--- config.mk ---
export PLATFORM = sky130hd
export DESIGN_NAME = pipe_ctrl
export DESIGN_NICKNAME = d
export VERILOG_FILES = /design/src/rtl/pipe_ctrl_pkg.sv /design/src/rtl/pipe_ctrl_sat_counter.sv /design/src/rtl/pipe_ctrl.sv
export SDC_FILE = /design/constraint.sdc
export NUM_CORES = 1
export LEC_CHECK = 0
export ABC_AREA = 1
export CAP_MARGIN = 40
export CELL_PAD_IN_SITES_DETAIL_PLACEMENT = 1
export CELL_PAD_IN_SITES_GLOBAL_PLACEMENT = 1
export CORE_MARGIN = 2
export CORE_UTILIZATION = 35
export DETAILED_ROUTE_END_ITERATION = 7
export PLACE_DENSITY_LB_ADDON = 0.25
export SLEW_MARGIN = 10
export SYNTH_ARGS = -nofsm -noshare
export SYNTH_HDL_FRONTEND = slang
export SYNTH_SLANG_ARGS = --single-unit
--- constraint.sdc ---
create_clock -name clk -period 2.5 [get_ports clk]
set_clock_uncertainty 0.05 [all_clocks]
set_input_delay 0.75 -clock clk [delete_from_list [all_inputs] [get_ports clk]]
set_output_delay 0.75 -clock clk [all_outputs]
set_load 0.01 [all_outputs]
--- src/rtl/pipe_ctrl_pkg.sv ---
`default_nettype none
// +----------------------------------------------------------------------------+
// | pipe_ctrl_pkg: shared constants and FSM encoding for the pipeline control |
// | Revision: 1.0                                                              |
// +----------------------------------------------------------------------------+
package pipe_ctrl_pkg;

  localparam logic [31:0] INST_NOP         = 32'h0000_0013;
  localparam logic [31:0] ZERO_WORD        = 32'h0000_0000;
  localparam int          HOLD_TIMEOUT_DEF = 256;

  typedef enum logic [1:0] {
    ST_RUN   = 2'd0,
    ST_HOLD  = 2'd1,
    ST_JPEND = 2'd2
  } state_e;

endpackage
`default_nettype wire

--- src/rtl/pipe_ctrl_sat_counter.sv ---
`default_nettype none
// +----------------------------------------------------------------------------+
// | sat_counter: up-counter with increment enable that sticks at all-ones     |
// | Revision: 1.0                                                              |
// +----------------------------------------------------------------------------+
module sat_counter #(
  parameter int WIDTH = 32
) (
  input  logic             clk,
  input  logic             rst_n,
  input  logic             inc_i,
  output logic [WIDTH-1:0] count_o
);

  logic [WIDTH-1:0] cnt_q;
  logic [WIDTH-1:0] cnt_d;

  always_comb begin
    cnt_d = cnt_q;
    if (inc_i && (cnt_q != '1)) begin
      cnt_d = cnt_q + WIDTH'(1);
    end
  end

  always_ff @(posedge clk or negedge rst_n) begin
    if (!rst_n) begin
      cnt_q <= '0;
    end else begin
      cnt_q <= cnt_d;
    end
  end

  assign count_o = cnt_q;

endmodule
`default_nettype wire

--- src/rtl/pipe_ctrl.sv ---
`default_nettype none
// +----------------------------------------------------------------------------+
// | pipe_ctrl: pipeline hold/flush control, deferred jumps, bus-hold timeout   |
// | Revision: 1.0                                                              |
// +----------------------------------------------------------------------------+
module pipe_ctrl
  import pipe_ctrl_pkg::*;
#(
  parameter int HOLD_TIMEOUT = HOLD_TIMEOUT_DEF,
  parameter int CNT_W        = 32
) (
  input  logic             clk,
  input  logic             rst_n,
  input  logic             jump_en_i,
  input  logic [31:0]      jump_addr_i,
  input  logic             bus_hold_i,
  input  logic             div_busy_i,
  input  logic             ex_is_load_i,
  input  logic             ex_reg_we_i,
  input  logic [4:0]       ex_reg_waddr_i,
  input  logic [4:0]       id_rs1_raddr_i,
  input  logic [4:0]       id_rs2_raddr_i,
  input  logic             id_rs1_used_i,
  input  logic             id_rs2_used_i,
  output logic             jump_en_o,
  output logic [31:0]      jump_addr_o,
  output logic             hold_pc_o,
  output logic             hold_if_id_o,
  output logic             hold_id_ex_o,
  output logic             flush_if_id_o,
  output logic             flush_id_ex_o,
  output logic             hold_timeout_o,
  output logic [CNT_W-1:0] stall_cnt_o
);

  localparam int                HCNT_W    = $clog2(HOLD_TIMEOUT + 1);
  localparam logic [HCNT_W-1:0] HCNT_MAX  = HCNT_W'(HOLD_TIMEOUT);
  localparam logic [HCNT_W-1:0] HCNT_LAST = HCNT_W'(HOLD_TIMEOUT - 1);

  state_e              state_q,     state_d;
  logic [31:0]         pend_addr_q, pend_addr_d;
  logic [HCNT_W-1:0]   hold_cnt_q,  hold_cnt_d;
  logic                timeout_q,   timeout_d;
  logic                load_use;

  assign load_use = ex_is_load_i && ex_reg_we_i && (ex_reg_waddr_i != 5'd0) &&
                    ((id_rs1_used_i && (id_rs1_raddr_i == ex_reg_waddr_i)) ||
                     (id_rs2_used_i && (id_rs2_raddr_i == ex_reg_waddr_i)));

  // Outputs are forced quiet while reset is asserted. The HOLD release cycle
  // behaves exactly like RUN, so only JPEND needs its own branch.
  always_comb begin
    jump_en_o     = 1'b0;
    jump_addr_o   = ZERO_WORD;
    hold_pc_o     = 1'b0;
    hold_if_id_o  = 1'b0;
    hold_id_ex_o  = 1'b0;
    flush_if_id_o = 1'b0;
    flush_id_ex_o = 1'b0;
    if (rst_n) begin
      if (bus_hold_i) begin
        hold_pc_o    = 1'b1;
        hold_if_id_o = 1'b1;
        hold_id_ex_o = 1'b1;
      end else if (state_q == ST_JPEND) begin
        jump_en_o     = 1'b1;
        jump_addr_o   = pend_addr_q;
        flush_if_id_o = 1'b1;
        flush_id_ex_o = 1'b1;
      end else if (jump_en_i) begin
        jump_en_o     = 1'b1;
        jump_addr_o   = jump_addr_i;
        flush_if_id_o = 1'b1;
        flush_id_ex_o = 1'b1;
      end else if (load_use) begin
        hold_pc_o     = 1'b1;
        hold_if_id_o  = 1'b1;
        flush_id_ex_o = 1'b1;
      end else if (div_busy_i) begin
        hold_pc_o    = 1'b1;
        hold_if_id_o = 1'b1;
        hold_id_ex_o = 1'b1;
      end
    end
  end

  always_comb begin
    state_d     = state_q;
    pend_addr_d = pend_addr_q;
    case (state_q)
      ST_RUN: begin
        if (bus_hold_i) begin
          if (jump_en_i) begin
            state_d     = ST_JPEND;
            pend_addr_d = jump_addr_i;
          end else begin
            state_d = ST_HOLD;
          end
        end
      end
      ST_HOLD: begin
        if (!bus_hold_i) begin
          state_d = ST_RUN;
        end else if (jump_en_i) begin
          state_d     = ST_JPEND;
          pend_addr_d = jump_addr_i;
        end
      end
      ST_JPEND: begin
        if (!bus_hold_i) begin
          state_d = ST_RUN;
        end
      end
      default: state_d = ST_RUN;
    endcase
  end

  // The flag arms while the counter sits one below the limit, so it becomes
  // visible right after the HOLD_TIMEOUT-th consecutive hold cycle.
  always_comb begin
    hold_cnt_d = '0;
    if (bus_hold_i) begin
      hold_cnt_d = (hold_cnt_q == HCNT_MAX) ? hold_cnt_q : hold_cnt_q + HCNT_W'(1);
    end
    timeout_d = timeout_q || (bus_hold_i && (hold_cnt_q == HCNT_LAST));
  end

  always_ff @(posedge clk or negedge rst_n) begin
    if (!rst_n) begin
      state_q     <= ST_RUN;
      pend_addr_q <= ZERO_WORD;
      hold_cnt_q  <= '0;
      timeout_q   <= 1'b0;
    end else begin
      state_q     <= state_d;
      pend_addr_q <= pend_addr_d;
      hold_cnt_q  <= hold_cnt_d;
      timeout_q   <= timeout_d;
    end
  end

  assign hold_timeout_o = timeout_q;

  sat_counter #(
    .WIDTH (CNT_W)
  ) u_stall_cnt (
    .clk     (clk),
    .rst_n   (rst_n),
    .inc_i   (hold_pc_o),
    .count_o (stall_cnt_o)
  );

endmodule
`default_nettype wire

==> results.toml <==
[yosys]
synth_top_area_frac = 0.4039
synthesis.area_um2 = 4708
synth_top_area_cell = "dfrtp_1"
synthAdderAreaFrac = 0.01063
syn_nets = 719
yosysSeqAreaShare = 0.4039
synth_mux_area_frac = 0
yosys.area_share.simple = 0.3277
synth_commonest_cells = "196 x nand2_1, 83 x nor2_1, 76 x dfrtp_1"
yosysUniqueCellTypes = 29
synthFlopType = "dfrtp_1"
synthCells = 659
yosysWarnings = 0
synth.most_common_cell = "nand2_1"
synthArstFlopShare = 1.000
synth_xor_area_frac = 0.05209
synth_compound_area_frac = 0.1079
synth_top_family_by_area = "simple AND/OR/NAND/NOR gates"
synth_area_per_cell_um2 = 7.145
synth_area_leaders = "dfrtp_1 40%, nand2_1 16%, nor2_1 6.6%"
ys_ff_latch = 76
synth_edf_count = 0

[global_routing]
grt-ovfl-total = 0
track_usage = 0.2660
grt_pass1_wl_um = 30120
grt_pass1_vias = 5913
grt_antenna_before_repair = 0
grt_max_degree = 65

[cells_and_area]
antenna_cells = 0
fin_area_um2 = 7597
layout-drive-gt1-share = 0.3157
area_delta_synth_final_pct = 61.36
nFillCells = 1583
nNetsFinal = 904

[floorplan]
rows = 42
fp.dieH_um = 120.0
dieWidth_um = 120.0
dieArea_um2 = 14400
num_io_pins = 127
initial_core_util = 0.3570
coreArea_um2 = 13190

[min_path]
min_path_cells = 1
worstHoldStart = "hold_timeout_o"
hp-class = "flip-flop to flip-flop"
whs_endpoint = "hold_timeout_o"

[placement]
hpwlAfterDp_um = 12360
io_buffers = 126
placed_cell_area_um2 = 6792
gp_congestion = 0.9005
pre_cts_slack_ns = -1.027

[clocking]
clockRootBuffer = "clkbuf_16"
htreeDepth = 3
clkSlewWorstSetupHoldPaths_ns = 0.06
clk_latency_ns = 0.35
clockBufferDepth = 2
cts_tree = "built"
cts.sinks = 76
postCtsHoldBufs = 0
numCtsBuffers = 9

[outcome]
outcome = "finished, violations left"
violations = "negative setup slack"

[route]
ant_nets = 0
num_vias = 5309
drc = 0
drt_wl_total_um = 19010
drtIter0Drc = 234
wl_per_cell_um = 18.55
firstDrtPassIters = 4
vias_per_cell = 5.180

[worst_setup_path]
reg2reg_slack_ns = 0.46
crit_path_end_kind = "output pin"
crit_arrival_ns = 1.84
worstPathRequired_ns = 1.70
criticalPathCategory = "flip-flop to output pin"
critPathMaxFanout = 7
start_kind = "flip-flop"
worst-r2r-cell-count = 12
r2r_end = "u_stall_cnt.count_o[0]"
rr_startpoint = "state_q[1]"

[timing]
setup_viol = 33
hold_ws_ns = 0.4185
rsz0062_at_grt = "yes"
slew_headroom = 0.5982
finalWorstSetupSlack_ns = -0.1417
fmax_mhz = 378.5
hold_viol_final = 0
tightest_slew_ns = 0.6027
fin_crit_ns = 2.642
maxSlewViolCount = 0
finalCritPeriodShare = 1.057

[flow_run]
max_cap_violations = 0

[power]
power_density_nw_per_um2 = 498.2
peakVddDrop_uv = 315.4
leakage_uw = 0.003620
-- cells by family after synthesis --
| group | Yosys count |
|---|---|
| xor+xnor | 28 |
| buf+inv | 112 |
| flops | 76 |
| fa+ha+maj | 4 |
| compound gates | 80 |
| simple gates | 359 |
-- report_power, final --
| part | switching, µW | total, µW | leakage [µW] | internal (µW) |
|---|---|---|---|---|
| combinational | 574 | 1080 | 0.00249 | 502 |
| sequential | 125 | 1490 | 0.00100 | 1370 |
| clock | 550 | 1220 | 0.000133 | 668 |
-- metal layers --
metal  wire length (µm)  track usage  vias to the layer above
met1               7720       0.3027                     2645
met2              10190       0.4929                      116
met5                  0            0                        -
met4                486       0.1066                        0
li1                   -            -                     2514
met3                621      0.04183                       34
-- final cells by class --
type                            instances  area (µm²)  area share
Multi-Input combinational cell        471        2922      0.3846
Clock buffer                           11       232.7     0.03063
Tap cell                              176       220.2     0.02899
Sequential cell                        76        1902      0.2503
Inverter                               77       311.5     0.04101
Clock inverter                          5       28.78    0.003788
Timing Repair Buffer                  209        1981      0.2607
-- registers in the layout (all words and copies together) (netlist names) --
signal / flops
hold_cnt_q: 9
hold_timeout_o: 1
pend_addr_q: 32
state_q: 2
u_stall_cnt.count_o: 32
-- worst max-delay path, stage by stage (launching register included) --
cell	delay [ns]
dfrtp_1	0.37
inv_2	0.06
nor2_4	0.15
buf_6	0.13
nor2_4	0.07
buf_16	0.17
a2111oi_4	0.34
buf_2	0.21
-- cell usage in the layout, fill, tap and decap left out, types with 8 or more instances in the layout --
cell / instances
nand2_1: 172
nand4_1: 38
nand3_1: 16
inv_1: 39
clkdlybuf4s50_1: 42
o21ai_0: 40
buf_12: 11
clkbuf_16: 9
buf_4: 60
nand2_2: 20
xor2_1: 22
nor2_1: 74
dlygate4sd2_1: 24
buf_2: 39
a211oi_2: 12
a2111oi_4: 20
inv_2: 32
nor2_2: 8
buf_6: 18
dfrtp_1: 76
nor3_1: 12
-- how the worst max path moves through the flow --
| stage | from | end | slack (ns) | depth (start not counted) |
|---|---|---|---|---|
| after floorplan | jump_en_i | jump_addr_o[10] | -0.08 | 3 |
| after detailed placement | ex_reg_waddr_i[0] | hold_if_id_o | -1.03 | 12 |
| after global routing | ex_reg_waddr_i[4] | hold_id_ex_o | -0.26 | 13 |
| final | state_q[1] | jump_addr_o[16] | -0.14 | 7 |
| after global placement | ex_reg_waddr_i[4] | hold_pc_o | -0.92 | 12 |
| after CTS | ex_reg_waddr_i[2] | hold_id_ex_o | -0.11 | 13 |
-- through the flow --
stage | utilization | TNS [ns] | instances | total power [µW]
2_1_floorplan | - | -0.4746 | 659 | 1910
3_3_place_gp | 0.5149 | -41.26 | 984 | 2325
3_5_place_dp | 0.5149 | -46.44 | 984 | 2377
4_1_cts | 0.5678 | -1.190 | 1024 | 3739
5_1_grt | 0.5760 | -4.772 | 1025 | 3949
6_report | 0.5760 | -2.231 | 1025 | 3785
-- timing repair --
action | in CTS | in global routing
cloned | 6 | 0
setup endpoints to repair | 63 | 48
gates resized for setup | 375 | 32
setup buffers | 18 | 1
pin swaps | 63 | 27
Note: power is estimated with default switching activity, not from simulation.
==> RTL edit (config.mk and constraints unchanged) <==
The parameter `CNT_W` goes from 32 to 64.
--- a/src/rtl/pipe_ctrl.sv
+++ b/src/rtl/pipe_ctrl.sv
@@ -7,7 +7,7 @@
   import pipe_ctrl_pkg::*;
 #(
   parameter int HOLD_TIMEOUT = HOLD_TIMEOUT_DEF,
-  parameter int CNT_W        = 32
+  parameter int CNT_W        = 64
 ) (
   input  logic             clk,
   input  logic             rst_n,
Interface: changed (resized stall_cnt_o); port bits go from 127 to 159. The function was not compared with the original's and may differ.
==> RTL edit against the original RTL <==
The flow still finishes with violations (negative setup slack). Final area increased by 36%. Non-clock buffer count increased by 38. Setup slack gained 0.014 ns. Total power rose by 20%. Synthesized area grew 52%. Sequential cell count up 32. Routed wire length grew 52%. Synthesized cell count up 59%. Critical endpoint is now flush_id_ex_o. Largest power group unchanged.
==> RTL edit: results (changes against the original RTL) <==
| Metric | Value |
|---|---|
| Avg Vias per Cell | `5.22 (+0.71%)` |
| Largest net degree at the start of global routing | `174 (+170%)` |
| CLK BUF | `10 (-1)` |
| Fin util | `51.4% (-6.2 points)` |
| Layout clock area frac | `2.68% (-0.76 points)` |
| Sequential share of the synthesized area | `37.8% (-2.6 points)` |
| Reg-to-reg endpoint | `u_stall_cnt.count_o[44]` |
| Fillers | `2,569 (+62%)` |
| Reg power frac | `44.5% (+5.1 points)` |
| Largest cells by area after synthesis | `dfrtp_1 38%, nand2_1 20%, nor2_1 8.9%` |
| Unique cell type count in the Yosys netlist | `28 (-3.4%)` |
| Sw power | `1.45 mW (+16%)` |
| PortBufs | `158 (+25%)` |
| WHS | `0.411 ns (-0.00795 ns)` |
| Reg2Reg Launch Point | `u_stall_cnt.count_o[0]` |
| Mapped Cells | `1,050 (+59%)` |
| Non-clock buffers | `247 (+18%)` |
| Crit path from | `ex_reg_waddr_i[1]` |
| Multi-input gate area | `4410 sq um (+51%)` |
| Worst r2r path cells | `10 (-2)` |
| Dpl ws | `-1.11 ns (-0.0836 ns)` |
| All-Layer GR Usage | `26.8% (+0.23 points)` |
| Setup ws final | `-0.128 ns (+0.0138 ns)` |
| Fin cells | `1,534 (+50%)` |
| Failing checks | `negative setup slack` |
| Crit Path Max Fanout | `4 (-3)` |
| Worst setup path end | `flush_id_ex_o` |
| Tapcell count | `270 (+53%)` |
| Compound-Gate Fraction of Synth Area | `8.31% (-2.5 points)` |
| CP max stage cell | `buf_4` |
| Ratio of cells with drive above 1 in the final layout | `20.8% (-11 points)` |
| Synth top cells by count | `373 x nand2_1, 169 x nor2_1, 108 x dfrtp_1` |
| Total Power | `4.52 mW (+20%)` |
| Buffer share of cell area | `22.1% (-3.9 points)` |
| Post-Synth Adder-Cell Area | `0.700% (-0.36 points)` |
| Area after DPL | `9800 sq um (+44%)` |
| Slew @ Worst Pin | `0.871 ns (+0.269 ns)` |
| Logic inverters | `86 (+12%)` |
| Multiplexer area fraction after synthesis | `0% (unchanged)` |
| Top delay family on crit path | `simple AND/OR/NAND/NOR gates` |
| TNS Setup | `-1.72 ns (+0.512 ns)` |
| R2R Setup Slk | `0.24 ns (-0.22 ns)` |
| First-pass GRT wire length | `46.2 mm (+53%)` |
| Final setup violating endpoints | `24 (-27%)` |
| Placer Congestion | `0.969 (+7.6%)` |
| Hold path depth | `1 (unchanged)` |
| Post-synthesis xor/xnor area fraction | `5.75% (+0.55 points)` |
| Seq/total area | `26.1% (+1.0 points)` |
| #MultiIn Comb | `807 (+71%)` |
| Asr flop ratio synth | `100% (unchanged)` |
| # placed instances | `1,499 (+52%)` |
| Synth Register Bits | `108 (+42%)` |
| Outcome | `complete, but fails checks` |
## RTL edit: cell types whose count changed in the layout (fill, tap and decap cells not counted), moves of 9 or more
| cell | delta |
|---|---|
| nor2_1 | +83 |
| clkdlybuf4s50_1 | +32 |
| nand3_1 | +13 |
| nand4_1 | +31 |
| xor2_1 | -11 |
| xnor2_1 | +30 |
| o21ai_0 | +14 |
| nand2_1 | +182 |
| dfrtp_1 | +32 |
| inv_2 | -9 |
| inv_1 | +17 |
## RTL edit: what timing repair did
item                                   4_1_cts  5_1_grt
cloned                                       3        0
pin swaps                                   44       27
resized for setup                          340       27
setup endpoints to repair                  102       41
buffers inserted                            13        3
endpoints found under the hold margin        0        0
## RTL edit: metal layers
layer  global-route usage (%)  vias up  wire length (um)
li1                         -     3816                 -
met1                     34.1     3962             12500
met2                     47.4      195             14500
met3                     4.38       29              1210
met4                     7.36        0               595
met5                        0        -                 0
